===== config.mk =====
export PLATFORM = sky130hd
export DESIGN_NAME = bcd_to_bin
export DESIGN_NICKNAME = d
export VERILOG_FILES = /design/src/rtl/calc_pkg.sv /design/src/rtl/bcd_digit_adj.sv /design/src/rtl/bcd_to_bin.sv
export SDC_FILE = /design/constraint.sdc
export NUM_CORES = 1
export LEC_CHECK = 0
export ABC_AREA = 1
export BUFFER_PORTS_ARGS = -buffer_cell sky130_fd_sc_hd__buf_2
export CAP_MARGIN = 25
export CORE_ASPECT_RATIO = 1.25
export CORE_MARGIN = 2
export CORE_UTILIZATION = 59
export DETAILED_ROUTE_END_ITERATION = 7
export PLACE_DENSITY = 0.83
export SLEW_MARGIN = 25
export SYNTH_ARGS = -nofsm -noshare
export SYNTH_HDL_FRONTEND = slang
export SYNTH_SLANG_ARGS = --single-unit

===== constraint.sdc =====
create_clock -name clk -period 2.8 [get_ports clk]
set_input_delay 0.56 -clock clk [delete_from_list [all_inputs] [get_ports clk]]
set_output_delay 0.56 -clock clk [all_outputs]
set_load 0.02 [all_outputs]

===== src/rtl/calc_pkg.sv =====
// Shared constants for the calculator datapath: FSM state encoding for the
// BCD-to-binary converter and the reverse double-dabble digit adjustment values.
package calc_pkg;

    localparam int BCD_DIGIT_W    = 4;
    localparam int BCD_ADJ_THRESH = 8;
    localparam int BCD_ADJ_SUB    = 3;

    localparam logic [1:0] ST_IDLE = 2'd0;
    localparam logic [1:0] ST_CONV = 2'd1;
    localparam logic [1:0] ST_DONE = 2'd2;

    // True when any packed BCD nibble of the operand is outside 0..9.
    function automatic logic bcd_has_invalid(input logic [63:0] value, input int digits);
        logic bad;
        bad = 1'b0;
        for (int i = 0; i < digits; i++) begin
            if (value[i*BCD_DIGIT_W +: BCD_DIGIT_W] > 4'd9) begin
                bad = 1'b1;
            end
        end
        return bad;
    endfunction

endpackage


===== src/rtl/bcd_digit_adj.sv =====
// One-digit correction for reverse double dabble: after the right shift a
// digit that came out >= 8 carried a "half ten" (8 instead of 5) and loses 3.
module bcd_digit_adj
    import calc_pkg::*;
(
    input  logic [BCD_DIGIT_W-1:0] digit_i,
    output logic [BCD_DIGIT_W-1:0] digit_o
);

    localparam logic [BCD_DIGIT_W-1:0] THRESH = BCD_DIGIT_W'(BCD_ADJ_THRESH);
    localparam logic [BCD_DIGIT_W-1:0] SUB    = BCD_DIGIT_W'(BCD_ADJ_SUB);

    assign digit_o = (digit_i >= THRESH) ? (digit_i - SUB) : digit_i;

endmodule


===== src/rtl/bcd_to_bin.sv =====
// Sequential BCD-to-binary converter (reverse double dabble), one shift and
// correct step per clock, start/busy/done handshake.
// Optional invalid-digit detection is compiled in with the BCD_CHECK_EN macro.
module bcd_to_bin
    import calc_pkg::*;
#(
    parameter int DIGITS = 4,
    parameter int BIN_W  = 14
) (
    input  logic                          clk,
    input  logic                          rst,
    input  logic                          start,
    input  logic [DIGITS*BCD_DIGIT_W-1:0] bcd_in,
    output logic                          busy,
    output logic                          done,
    output logic [BIN_W-1:0]              bin_out,
    output logic                          digit_err
);

    localparam int BCD_W = DIGITS * BCD_DIGIT_W;
    localparam int SR_W  = BCD_W + BIN_W;
    localparam int CNT_W = $clog2(BIN_W + 1);
    localparam logic [CNT_W-1:0] LAST_CNT = CNT_W'(BIN_W - 1);

    logic [1:0]       state_q, state_d;
    logic [SR_W-1:0]  sr_q, sr_d;
    logic [CNT_W-1:0] cnt_q, cnt_d;
    logic [BIN_W-1:0] bin_q, bin_d;
    logic [SR_W-1:0]  sr_shift;
    logic [SR_W-1:0]  sr_adj;
    logic             err_q, err_d;
    logic             load_err;

    assign sr_shift = sr_q >> 1;
    assign sr_adj[BIN_W-1:0] = sr_shift[BIN_W-1:0];

    // Each BCD digit of the upper field is corrected independently after the shift.
    generate
        for (genvar gi = 0; gi < DIGITS; gi++) begin : g_adj
            bcd_digit_adj u_adj (
                .digit_i (sr_shift[BIN_W + gi*BCD_DIGIT_W +: BCD_DIGIT_W]),
                .digit_o (sr_adj  [BIN_W + gi*BCD_DIGIT_W +: BCD_DIGIT_W])
            );
        end
    endgenerate

`ifdef BCD_CHECK_EN
    assign load_err = bcd_has_invalid(64'(bcd_in), DIGITS);
`else
    assign load_err = 1'b0;
`endif

    // Next-state logic: load on accepted start, iterate in CONV, latch result on the last step.
    always_comb begin
        state_d = state_q;
        sr_d    = sr_q;
        cnt_d   = cnt_q;
        bin_d   = bin_q;
        err_d   = err_q;
        unique case (state_q)
            ST_CONV: begin
                sr_d  = sr_adj;
                cnt_d = cnt_q + 1'b1;
                if (cnt_q == LAST_CNT) begin
                    state_d = ST_DONE;
                    bin_d   = err_q ? '0 : sr_adj[BIN_W-1:0];
                end
            end
            default: begin
                if (start) begin
                    state_d = ST_CONV;
                    sr_d    = {bcd_in, {BIN_W{1'b0}}};
                    cnt_d   = '0;
                    err_d   = load_err;
                end else begin
                    state_d = ST_IDLE;
                end
            end
        endcase
    end

    // State registers with synchronous reset that also aborts a conversion in flight.
    always_ff @(posedge clk) begin
        if (rst) begin
            state_q <= ST_IDLE;
            sr_q    <= '0;
            cnt_q   <= '0;
            bin_q   <= '0;
            err_q   <= 1'b0;
        end else begin
            state_q <= state_d;
            sr_q    <= sr_d;
            cnt_q   <= cnt_d;
            bin_q   <= bin_d;
            err_q   <= err_d;
        end
    end

    assign busy    = (state_q == ST_CONV);
    assign done    = (state_q == ST_DONE);
    assign bin_out = bin_q;

`ifdef BCD_CHECK_EN
    assign digit_err = done & err_q;
`else
    assign digit_err = 1'b0;
`endif

endmodule


Yosys cells after proc, flatten, opt, wreduce, memory -nomap -nowiden
Index checks and enable logic that the tools add are counted.
- logic and storage cells: 30
- output and inout port bits: 17
- input port bits: 19
- flip-flop bits (word level): 50
- reductions and logical operators: 2
- order comparisons: 4
- add/subtract/negate cells: 5
- equality and inequality tests: 4
- mux-type cells: 11
- operators with widths (cell ; number):
    2-to-1 mux 30 bit ; 2
    2-to-1 mux 4 bit ; 6
    >= comparator 4 bit, second input constant ; 3
    subtractor 4 x 2 -> 4 bit, second input constant ; 3
    adder 4 x 1 -> 4 bit, second input constant ; 1
    equality test 4 bit, second input constant ; 1
    >= comparator 3 x 4 -> 1 bit, second input constant ; 1
    2-to-1 mux 2 bit ; 2
    subtractor 3 x 2 -> 4 bit, second input constant ; 1
    equality test 2 x 1 -> 1 bit, second input constant ; 1
    equality test 2 bit, second input constant ; 1
    != test 2 x 1 -> 1 bit, second input constant ; 1
    AND reduction 2 bit ; 1
    nonzero test 2 bit ; 1
    2-to-1 mux 1 bit ; 1

Depth between registers and ports, before layout
- word-level depth: 3
- depth in mapped cells: 9
- gate-level depth less buffers: 8

Hierarchy
Synthesis repeated with hierarchy kept, for this count alone.
- cells, all modules: 396
- area, all modules: 2656.3 um^2
- by module, submodules not included (module ; cells each ; seq. area each (um^2) ; instances ; area an instance (um^2)):
    bcd_to_bin ; 332 ; 980.9 ; 1 ; 2301.0
    bcd_digit_adj ; 16 ; 0.0 ; 4 ; 88.8

Worst setup path before layout
OpenSTA, ideal clock, no wires.
- kind: reg-to-output
- start point: register state_q[0]
- end point: output busy
- required time: 2.240 ns
- data arrival time: 0.729 ns
- stages on the path, launching flop included: 4
- path slack: 1.511 ns
- path buffers: 1
- cells stage by stage: dfxtp_1 nand2_4 inv_2 buf_4
- word-level cells in the longest chain between the ends: 1
- RTL lines (item ; RTL line ; source):
    start: declaration ; bcd_to_bin.sv:25 ; logic [1:0] state_q, state_d;
    start signal: assignment ; bcd_to_bin.sv:91 ; state_q <= state_d;
    equality test 2 x 1 -> 1 bit ; bcd_to_bin.sv:99 ; assign busy = (state_q == ST_CONV);
    end: declaration ; bcd_to_bin.sv:14 ; output logic busy,
Every way passes these cells.

Worst setup path in the final report
Same ends and word-level chain as after synthesis.

==> flow_summary.ini <==
[setup_path]
cp.arrival_ns = 1.16
cp-endpoint = busy
reg2reg_from = cnt_q[1]$_SDFFE_PP0P_
startpoint_type = register
required_ns = 2.24
path_max_fanout = 28
critPathKind = register to output pin
r2r_cells = 7
worst-r2r-setup-slack_ns = 1.40
rr_endpoint = bin_out[5]$_SDFFE_PP0P_
crit_start = state_q[0]$_SDFFE_PP0P_
endpoint_kind = output pin

[clock_network]
ctsResizeCount = 0
path_clk_slew_ns = 0.08
clock_path_buffers = 2
cts.root.buffer_cell = clkbuf_8
cts_setup_buffers = 0
htree_levels = 2
clock_latency_ns = 0.30
postCtsHoldBufs = 0
cts_made_buffers = 5
cts.sinks = 49
cts_tree = done

[final_layout]
syn_to_final_growth_pct = 10.47
final_common_cell = nand2_1
diodes = 0
final_cell_mix = 104 x nand2_1, 49 x dfxtp_1, 34 x buf_2
final_nets = 358
drive_gt1_frac = 0.1571
final_area_um2 = 2430

[detailed_routing]
drt_iter0_markers = 88
drc = 1
firstDrtPassIters = 6
drt_wl_total_um = 4159
vias = 1915
wl_per_cell_um = 11.24
viasPerCell = 5.176
ant_nets = 0

[floorplanning]
die_x_um = 58.61
rows = 24
die_h_um = 72.27
core_um2 = 3543
fp.dieArea_um2 = 4235
io_pins = 36
initial_utilization = 0.6208

[placed_design]
place_area_um2 = 2326
place_congestion = 0.8328
dpl.hpwl_um = 2811
port_buffers = 34

[grt]
grt_usage = 0.2257
grt-ovfl-total = 0
antenna_found_initial = 0
grt_max_degree = 32
grt_pass1_wl_um = 7417
grt_pass1_vias = 1771

[power_and_ir_drop]
power_frac_clock = 0.355
power_leakage_uw = 0.001145
p_int_uw = 1022
sequentialPowerShare = 0.546
vdd.ir_drop.worst_v = 0.0003745
p_comb_frac = 0.099
swShare = 0.2423
power.switching_uw = 326.8
cellPowerDensity_nw_per_um2 = 555.0

[timing]
tightest_slew_ns = 0.5289
timing.fmax_mhz = 579.7
rsz0062_at_grt = no
finalCritPeriodShare = 0.6160
period_needed_ns = 1.725
finalHoldViolCount = 0
final_max_slew_viol_count = 0
finalSetupViolCount = 0
maxSlewHeadroom = 0.6470
skew_ns = 0.002546
fin_tns_setup_ns = 0

[run_status]
failed_checks = design-rule violations
outcome = complete, but fails checks

[synth]
ys_warn_count = 0
synthCells = 304
ys_seq_area_frac = 0.4460
ys_ff_latch = 49
syn_area_per_cell_um2 = 7.236
ys_types = 25
syn-num-nets = 331
syn_area_um2 = 2200

[flow_run]
cap_violations = 0

[worst_hold_path]
hold_class = register to register
## metal layers
| layer | wire length (µm) | up-vias | share of wire | track usage |
|---|---|---|---|---|
| met1 | 1854 | 848 | 0.45 | 0.2771 |
| met2 | 1994 | 50 | 0.48 | 0.3683 |
| met5 | 0 | - | 0 | 0 |
| met3 | 226 | 9 | 0.054 | 0.05348 |
| met4 | 84 | 0 | 0.020 | 0.1111 |
| li1 | - | 1008 | - | - |
## kinds of logic (layout without fill, tap and decap cells)
family	Yosys count	count (layout)	synth area share
AND/OR/NAND/NOR	155	155	0.2969
flip-flops	49	49	0.4460
AO/OA/AOI/OAI	47	47	0.1109
buffers and inverters	43	70	0.09499
adder cells (fa/ha/maj)	8	8	0.04551
other	1	1	0.001705
XOR/XNOR	1	1	0.003983
## critical path, cell delays in order, from the launching register on
cell     delay [ns]
dfxtp_1        0.38
nand2_4        0.21
inv_2          0.11
buf_2          0.16
## area by class of cell
class                   instances  area [µm²]
clock inverters                 2       35.03
fillers                       322        1114
clock buffers                   5       68.82
well taps                      39       48.80
multi-input cells             212        1010
repair buffers                 35       177.7
inverters                      28       108.9
flip-flops and latches         49       980.9
## power by group through the flow
stage / sequential [µW] / combinational, µW / clock (µW)
3_3_place_gp: 751 / 131 / 0
6_report: 736 / 133 / 479
2_1_floorplan: 747 / 109 / 0
4_1_cts: 735 / 134 / 493
5_1_grt: 738 / 155 / 524
3_5_place_dp: 752 / 133 / 0
## sequential cells by signal (all words and copies together) (netlist names)
signal and count:
sr_q 29, bin_out 14, cnt_q 4, state_q 2
## worst min path at each step
stage	start	to	slack, ns	cells past startpoint
global route	bin_out[4]$_SDFFE_PP0P_	bin_out[4]$_SDFFE_PP0P_	0.47	2
floorplan	sr_q[1]$_SDFFE_PP0P_	bin_out[0]$_SDFFE_PP0P_	0.42	2
global placement	sr_q[1]$_SDFFE_PP0P_	bin_out[0]$_SDFFE_PP0P_	0.43	2
CTS	sr_q[1]$_SDFFE_PP0P_	bin_out[0]$_SDFFE_PP0P_	0.45	2
detailed placement	bin_out[10]$_SDFFE_PP0P_	bin_out[10]$_SDFFE_PP0P_	0.43	2
finish	sr_q[1]$_SDFFE_PP0P_	bin_out[0]$_SDFFE_PP0P_	0.45	2
## synth_stat cells
cell type	instances	area [µm²]
nor2_1	15	56.30
nand2_2	1	6.260
o21ai_0	17	85.08
clkinv_2	1	5.000
nand3_1	29	145.1
a21oi_1	26	130.1
inv_2	2	7.510
clkbuf_1	3	11.26
o22ai_1	1	6.260
xor2_1	1	8.760
nand2_1	104	390.4
buf_2	5	25.02
nor2_2	1	6.260
o211ai_1	3	22.52
ha_1	8	100.1
nor3_1	1	5.000
inv_4	1	6.260
buf_6	3	33.78
nand2_4	2	22.52
dfxtp_1	49	980.9
nor2_4	1	11.26
buf_4	4	30.03
nand3_2	1	10.01
inv_1	24	90.09
conb_1	1	3.750
## metrics by stage
step | total power (µW) | hold WS [ns] | setup slack [ns] | cells | utilization
floorplan | 855.7 | 0.4191 | 1.511 | 304 | -
global placement | 882.0 | 0.4284 | 0.9909 | 363 | 0.6564
detailed placement | 885.2 | 0.4344 | 0.9311 | 363 | 0.6564
CTS | 1363 | 0.4503 | 1.053 | 370 | 0.6857
global route | 1417 | 0.4739 | 0.9828 | 370 | 0.6857
finish | 1349 | 0.4477 | 1.075 | 370 | 0.6857
Power figures use the tool's default switching activity.
